===== src/rtl/digit_serial_adder.sv =====
// digit_serial_adder: adds two WIDTH-bit operands plus carry-in, DIGIT bits per
// clock, through a DIGIT-bit ripple slice with a registered carry between digits.
// Optional signed-overflow output enabled by defining DIGIT_SERIAL_ADDER_OVF_EN.
//
// state | meaning
// IDLE  | ready for operands (in_ready=1)
// RUN   | one digit added per cycle, STEPS cycles
// DONE  | result valid, held until out_ready
module digit_serial_adder #(
    parameter int WIDTH = 8,
    parameter int DIGIT = 2
) (
    input  logic             clk,
    input  logic             rst_n,
    input  logic             in_valid,
    output logic             in_ready,
    input  logic [WIDTH-1:0] a,
    input  logic [WIDTH-1:0] b,
    input  logic             cin,
    output logic             out_valid,
    input  logic             out_ready,
    output logic [WIDTH-1:0] sum,
    output logic             cout
`ifdef DIGIT_SERIAL_ADDER_OVF_EN
    ,
    output logic             ovf
`endif
);

    if (DIGIT < 1 || DIGIT > WIDTH) begin : g_cfg_err_range
        $error("digit_serial_adder: DIGIT must be in 1..WIDTH");
    end else if ((WIDTH % DIGIT) != 0) begin : g_cfg_err_div
        $error("digit_serial_adder: DIGIT must divide WIDTH exactly");
    end

    localparam int STEPS = WIDTH / DIGIT;
    localparam int CW    = (STEPS > 1) ? $clog2(STEPS) : 1;

    typedef enum logic [1:0] {
        IDLE = 2'd0,
        RUN  = 2'd1,
        DONE = 2'd2
    } state_t;

    state_t           r_state;
    state_t           w_state_next;
    logic [WIDTH-1:0] r_a;
    logic [WIDTH-1:0] r_b;
    logic             r_carry;
    logic [CW-1:0]    r_cnt;
    logic [WIDTH-1:0] r_sum_out;
    logic             r_cout_out;
    logic [DIGIT:0]   w_rc;
    logic [DIGIT-1:0] w_dbits;
    logic [WIDTH-1:0] w_sum_next;
    logic             w_accept;
    logic             w_last;

    assign in_ready  = (r_state == IDLE);
    assign out_valid = (r_state == DONE);
    assign sum       = r_sum_out;
    assign cout      = r_cout_out;
    assign w_accept  = in_valid && (r_state == IDLE);
    assign w_last    = (r_state == RUN) && (r_cnt == CW'(STEPS - 1));

    // Ripple full-adder slice over the low DIGIT bits of the operand shifters
    always_comb begin
        w_rc[0] = r_carry;
        w_dbits = '0;
        for (int i = 0; i < DIGIT; i++) begin
            w_dbits[i]  = r_a[i] ^ r_b[i] ^ w_rc[i];
            w_rc[i + 1] = (r_a[i] & r_b[i]) | (w_rc[i] & (r_a[i] ^ r_b[i]));
        end
    end

    // Partial-sum shift register; new digits enter at the top
    if (STEPS == 1) begin : g_one_step
        assign w_sum_next = w_dbits;
    end else begin : g_multi_step
        logic [WIDTH-DIGIT-1:0] r_part;

        assign w_sum_next = {w_dbits, r_part};

        // Keep the upper bits of the shifted partial sum between digits
        always_ff @(posedge clk or negedge rst_n) begin
            if (!rst_n) begin
                r_part <= '0;
            end else if (w_accept) begin
                r_part <= '0;
            end else if (r_state == RUN) begin
                r_part <= w_sum_next[WIDTH-1:DIGIT];
            end
        end
    end

    // State register
    always_ff @(posedge clk or negedge rst_n) begin
        if (!rst_n) begin
            r_state <= IDLE;
        end else begin
            r_state <= w_state_next;
        end
    end

    // Next-state decode; result drain and new accept never share an edge
    always_comb begin
        w_state_next = r_state;
        case (r_state)
            IDLE:    if (in_valid) w_state_next = RUN;
            RUN:     if (w_last) w_state_next = DONE;
            DONE:    if (out_ready) w_state_next = IDLE;
            default: w_state_next = IDLE;
        endcase
    end

    // Operand shifters, carry, step counter and held result registers
    always_ff @(posedge clk or negedge rst_n) begin
        if (!rst_n) begin
            r_a        <= '0;
            r_b        <= '0;
            r_carry    <= 1'b0;
            r_cnt      <= '0;
            r_sum_out  <= '0;
            r_cout_out <= 1'b0;
        end else if (w_accept) begin
            r_a     <= a;
            r_b     <= b;
            r_carry <= cin;
            r_cnt   <= '0;
        end else if (r_state == RUN) begin
            r_a     <= r_a >> DIGIT;
            r_b     <= r_b >> DIGIT;
            r_carry <= w_rc[DIGIT];
            r_cnt   <= r_cnt + CW'(1);
            if (w_last) begin
                r_sum_out  <= w_sum_next;
                r_cout_out <= w_rc[DIGIT];
            end
        end
    end

`ifdef DIGIT_SERIAL_ADDER_OVF_EN
    logic r_a_msb;
    logic r_b_msb;
    logic r_ovf;

    assign ovf = r_ovf;

    // Operand sign bits captured at accept; overflow registered with the sum
    always_ff @(posedge clk or negedge rst_n) begin
        if (!rst_n) begin
            r_a_msb <= 1'b0;
            r_b_msb <= 1'b0;
            r_ovf   <= 1'b0;
        end else if (w_accept) begin
            r_a_msb <= a[WIDTH-1];
            r_b_msb <= b[WIDTH-1];
        end else if (w_last) begin
            r_ovf <= (r_a_msb == r_b_msb) && (w_sum_next[WIDTH-1] != r_a_msb);
        end
    end
`endif

endmodule


===== config.mk =====
export PLATFORM = sky130hd
export DESIGN_NAME = digit_serial_adder
export DESIGN_NICKNAME = d
export VERILOG_FILES = /design/src/rtl/digit_serial_adder.sv
export SDC_FILE = /design/constraint.sdc
export NUM_CORES = 1
export LEC_CHECK = 0
export CORE_MARGIN = 2
export CORE_UTILIZATION = 55
export CTS_BUF_LIST = sky130_fd_sc_hd__clkbuf_16
export DETAILED_ROUTE_END_ITERATION = 16
export GPL_ROUTABILITY_DRIVEN = 0
export PLACE_DENSITY_LB_ADDON = 0.25
export SLEW_MARGIN = 20
export SYNTH_ARGS = -nofsm -noshare
export SYNTH_HDL_FRONTEND = slang
export SYNTH_SLANG_ARGS = --single-unit

===== constraint.sdc =====
create_clock -name clk -period 3.92 [get_ports clk]
set_clock_uncertainty 0.05 [all_clocks]
set_input_delay 0.784 -clock clk [delete_from_list [all_inputs] [get_ports clk]]
set_output_delay 0.784 -clock clk [all_outputs]
set_load 0.01 [all_outputs]

==> metrics.md, run 1 <==
| Metric | Value |
|---|---|
| Combinational share of power | 36.2% |
| Final ANT Viol Nets | 0 |
| Register area | 901 um2 |
| WL/cell | 15.7 um |
| CP Launch Type | flop |
| Sw frac | 32.8% |
| Adder-Cell Fraction of Synth Area | 3.13% |
| Max-cap check violation count | 0 |
| Final count of hold timing violations | 0 |
| Leak | 0.923 nW |
| NetSw | 0.000550 W |
| Final wirelength | 2.94 mm |
| Relative slew slack | 45.6% |
| Clock transition at path regs | 0.05 ns |
| Largest family of logic cells by synthesized area | compound AO/OA/AOI/OAI gates |
| Mux cell area share after synthesis | 6.64% |
| Chip Height | 59.2 um |
| Cts hold-fix bufs | 0 |
| Critical Path End Type | primary output |
| Max VDD drop | 382 uV |
| Synthesized area per cell | 13.2 um2 |
| Largest cells by area after synthesis | dfrtp_1, mux2_1, o221a_2, or4b_1, a22o_1 |
| Setup CP Type | reg2out |
| Root Buffer | clkbuf_16 |
| Post-Synth Simple-Gate Area | 14.8% |
| Internal Pwr Total | 0.00113 W |
| First-pass GRT wire length | 5.18 mm |
| Setup TNS Final | 0 ns |
| Synth Register Bits | 36 |
| CP Data Required Time | 3.09 ns |
| Port buffer count | 31 |
| Post-Layout Cell Count | 187 |
| Most used flip-flop cell after synthesis | dfrtp_1 |
| Clock sink total | 36 |
| CTS max path bufs | 2 |
| Fmax | 366 MHz |
| ANT cells | 0 |
| Synth top cells by count | dfrtp_1, mux2_1, buf_2 |
| Count leader, synth | dfrtp_1 |
| Total iterations of the first detailed-routing run | 4 |
| Synth unique cells | 31 |
| Hold_ws | 0.433 ns |
| Vias in the first global route | 1,163 |
| Syn nets | 151 |
| Die ar. | 3510 um2 |
| Grt total ovfl | 0 |
| Cell area after synthesis | 1680 um2 |
| Post-synth ARST share | 100% |
| Post-CTS Setup Bufs | 0 |
| Pwr/cell area | 799 nW/um2 |
| Reg power frac | 41.6% |
| Sequential-to-total area share from yosys stat | 53.7% |
| GRT Total Usage | 20.2% |
| Fill cells | 220 |
| Layout area overhead | 25.1% |
| Multi-input gate area | 672 um2 |
| Critical path arrival | 1.90 ns |
| Post-Synth XOR/XNOR Area | 0% |
| CTS buffer count | 5 |
| Row cnt | 20 |
| Slew Limit Fails | 0 |
| Synth area leader | dfrtp_1 |
| Post-DP HPWL | 1.90 mm |
| Fin area | 2100 um2 |
| Initial drt markers | 42 |
| Die width | 59.2 um |
| Yosys warns | 0 |
| Largest net degree at the start of global routing | 37 |
| NumNets Final | 177 |
| Residual DRC | 0 |
| Unrepaired setup endpoints after global routing | false |
| Tmin final | 2.73 ns |
| Post-CTS sizing | 0 |
| Fin crit share | 69.6% |
| Initial antenna violation count | 0 |
| Synth Area in Compound Gates | 15.5% |
| Vias after detailed routing | 1,136 |
| Via-to-Cell Ratio | 6.07 |
| EDFF count, synth | 0 |
| Initial core utilization | 56.3% |
| Worst-Margin Slew | 0.816 ns |
| H-tree depth | 2 |
| Post-Syn Instances | 127 |
| Worst Path Max Fanout | 29 |
| Worst min path class | reg2reg |
| Final setup viols | 0 |
| I/O pin count | 32 |
| Core area | 2980 um2 |
| CTS tree | done |
| Share of cells above drive strength 1 | 11.7% |
| Run status | completed |
| Cell Area, Placed | 1960 um2 |
| Power Total | 0.00167 W |
| Top cell type's share of synthesized area | 53.7% |
| Cells after DPL | 179 |
| Power share of the clock group | 22.2% |
| Clk_lat worst skew | 0.28 ns |
==> placed cells by master, fill, tap and decap left out, drive strengths merged, types with 2 or more instances in the layout <==
cell / instances
nor4bb: 3
nor2b: 3
dfrtp: 36
or4b: 7
clkbuf: 5
a22o: 7
fa: 2
clkdlybuf4s50: 31
a211o: 2
mux2: 9
clkinv: 3
o221a: 7
a222oi: 2
nor4b: 4
nor3b: 6
inv: 7
a211oi: 4
nand2b: 5
==> sequential cells by signal (all words and copies together), names as in the netlist <==
name / count
r_b: 8
r_a: 8
r_cnt: 2
cout: 1
g_multi_step.r_part: 6
r_carry: 1
r_state: 2
sum: 8
==> metal layers <==
layer | vias to the layer above | part of all wire, % | track usage [%]
li1 | 529 | - | -
met1 | 568 | 45 | 24.7
met3 | 7 | 4.0 | 4.59
met4 | 0 | 1.7 | 10.1
met5 | - | 0 | 0
met2 | 32 | 50 | 33.4
==> worst paths after layout <==
check,endpoint,depth (start not counted),slack (ns),startpoint
min in group asynchronous,r_state[1]$_DFFE_PN0P_,2,0.87,rst_n
worst min-delay path,r_a[7]$_DFFE_PN0P_,1,0.43,r_a[7]$_DFFE_PN0P_
worst max register to register,sum[3]$_DFFE_PN0P_,2,1.88,r_state[0]$_DFFE_PN0P_
worst min register to register,r_a[7]$_DFFE_PN0P_,1,0.43,r_a[7]$_DFFE_PN0P_
max in group asynchronous,r_b[6]$_DFFE_PN0P_,2,2.64,rst_n
worst max-delay path,out_valid,3,1.19,r_state[1]$_DFFE_PN0P_
==> critical path, stage by stage (launching register included) <==
cell	delay, ns
dfrtp_1	0.87
nand2b_1	0.14
inv_1	0.08
clkdlybuf4s50_1	0.52
==> per-stage QoR <==
| stage | utilization, % | worst slack [ns] |
|---|---|---|
| final | 70.4 | 1.19 |
| after global routing | 70.4 | 1.08 |
| after CTS | 70.4 | 1.19 |
| after detailed placement | 65.8 | 1.37 |
| after global placement | 65.8 | 1.44 |
| after floorplan | - | 2.18 |
==> cell families after synthesis <==
kind of cell	count (synthesis)
fa+ha+maj	3
buf+inv	20
simple gates	30
mux	10
flops	36
compound gates	28
==> power groups by stage <==
| stage | sequential (W) | clock (W) | combinational, W |
|---|---|---|---|
| finish | 0.000697 | 0.000371 | 0.000606 |
| global route | 0.000726 | 0.000394 | 0.000682 |
| CTS | 0.000700 | 0.000377 | 0.000617 |
| detailed placement | 0.000703 | 0 | 0.000606 |
| global placement | 0.000694 | 0 | 0.000587 |
| floorplan | 0.000639 | 0 | 0.000491 |
==> layout make-up <==
type | count | share of cell area (%)
sequential | 36 | 43.0
multi-input combinational | 71 | 32.0
timing repair buffer | 32 | 15.2
clock buffer | 5 | 5.97
tap | 33 | 1.97
inverter | 7 | 1.25
clock inverter | 3 | 0.656
Power figures use the tool's default switching activity.
==> run 2, diff against run 1 <==
- CORE_UTILIZATION: 55 -> 51
- clock period: 3.92 -> 2.8 ns (I/O delays scaled with it)
==> metrics.md, run 2 (synthesis results as in run 1) <==
| Metric | Value |
|---|---|
| Run status | completed |
| Residual DRC | 0 |
| Pwr/cell area | 1150 nW/um2 |
| Clk_lat worst skew | 0.28 ns |
| Setup TNS Final | 0 ns |
| Via-to-Cell Ratio | 5.66 |
| Total iterations of the first detailed-routing run | 7 |
| Initial core utilization | 54.5% |
| ANT cells | 0 |
| CP Data Required Time | 2.19 ns |
| Worst-Margin Slew | 0.623 ns |
| Slew Limit Fails | 0 |
| Clock transition at path regs | 0.05 ns |
| Final wirelength | 3.19 mm |
| Hold Path Sink | r_cnt[0]$_DFFE_PN0P_ |
| Post-CTS Setup Bufs | 0 |
| Final setup viols | 0 |
| Worst min path class | reg2reg |
| R2r setup slk | 0.86 ns |
| Clock sink total | 36 |
| Critical path arrival | 1.69 ns |
| Vias in the first global route | 1,128 |
| CP Launch Type | flop |
| I/O pin count | 32 |
| Fmax | 434 MHz |
| Final count of hold timing violations | 0 |
| Reg2Reg Capture Point | sum[2]$_DFFE_PN0P_ |
| Root Buffer | clkbuf_16 |
| Unrepaired setup endpoints after global routing | false |
| Relative slew slack | 58.5% |
| Setup CP Type | reg2out |
| Largest net degree at the start of global routing | 37 |
| GRT Total Usage | 20.1% |
| Max VDD drop | 502 uV |
| Worst Path Max Fanout | 16 |
| Reg2reg start | r_state[0]$_DFFE_PN0P_ |
| Reg2Reg Depth | 3 |
| CTS tree | done |
| Row cnt | 20 |
| NumNets Final | 179 |
| Share of cells above drive strength 1 | 13.5% |
| Grt total ovfl | 0 |
| Most frequent cells in the layout | dfrtp_1, clkdlybuf4s50_1, mux2_1 |
| Layout area overhead | 28.5% |
| Finished Core Util | 70.0% |
| Beginning of the worst hold path | r_cnt[0]$_DFFE_PN0P_ |
| CTS max path bufs | 2 |
| Critical Path End Type | primary output |
| Most common cell after layout, fill and taps aside | dfrtp_1 |
| Fin area | 2150 um2 |
| Power Total | 0.00249 W |
| Initial antenna violation count | 0 |
| Leak | 0.942 nW |
| Fin crit share | 82.3% |
| Post-Layout Cell Count | 200 |
| Post-DP HPWL | 2.15 mm |
| Initial drt markers | 44 |
| Post-CTS sizing | 0 |
| Vias after detailed routing | 1,132 |
| Fill cells | 238 |
| Cells after DPL | 192 |
| Cts hold-fix bufs | 0 |
| Max-cap check violation count | 0 |
| Core area | 3080 um2 |
| Tmin final | 2.30 ns |
| Die width | 61.3 um |
| CTS buffer count | 5 |
| Die ar. | 3760 um2 |
| WL/cell | 15.9 um |
| Chip Height | 61.3 um |
| Final ANT Viol Nets | 0 |
| First-pass GRT wire length | 5.26 mm |
| H-tree depth | 2 |
| Port buffer count | 31 |
| WHS Path Cells | 1 |
| Cell Area, Placed | 1990 um2 |
[run 2: worst max-delay path by stage]
stage,startpoint,to,slack (ns)
after floorplan,r_a[0]$_DFFE_PN0P_,sum[7]$_DFFE_PN0P_,1.10
after detailed placement,in_valid,r_a[2]$_DFFE_PN0P_,0.50
after global placement,in_valid,r_a[2]$_DFFE_PN0P_,0.56
after CTS,r_state[1]$_DFFE_PN0P_,in_ready,0.51
final,r_state[1]$_DFFE_PN0P_,in_ready,0.50
after global routing,r_state[0]$_DFFE_PN0P_,in_ready,0.44
[run 2: final cells by class]
| cell class | count | area [um2] | area share (%) |
|---|---|---|---|
| well taps | 44 | 55.1 | 2.56 |
| inverters | 7 | 26.3 | 1.22 |
| flip-flops and latches | 36 | 901 | 41.8 |
| repair buffers | 34 | 333 | 15.4 |
| multi-input cells | 71 | 672 | 31.2 |
| clock inverters | 3 | 42.5 | 1.97 |
| clock buffers | 5 | 125 | 5.81 |
[run 2: where the power goes]
part | internal (W) | leakage, nW | switching (W)
Combinational | 0.000510 | 0.420 | 0.000407
Sequential | 0.000760 | 0.443 | 0.000185
Clock | 0.000417 | 0.0798 | 0.000206
Total | 0.00169 | 0.942 | 0.000798
[run 2: through the flow]
stage          hold slack (ns)  setup slack, ns
6_report                 0.435            0.495
2_1_floorplan            0.214             1.10
5_1_grt                  0.446            0.444
4_1_cts                  0.433            0.513
3_5_place_dp             0.427            0.500
3_3_place_gp             0.415            0.560
[run 2: layer usage]
metal | GRT usage, % | wire, um | up-vias
met2 | 32.1 | 1590 | 25
met3 | 6.30 | 144 | 6
met1 | 25.4 | 1400 | 571
met4 | 8.81 | 56 | 0
li1 | - | - | 530
met5 | 0 | 0 | -
[run 2: critical path, stage by stage, from the launching register on]
cell	delay, ns
dfrtp_1	0.53
nor2_1	0.30
clkdlybuf4s50_1	0.59
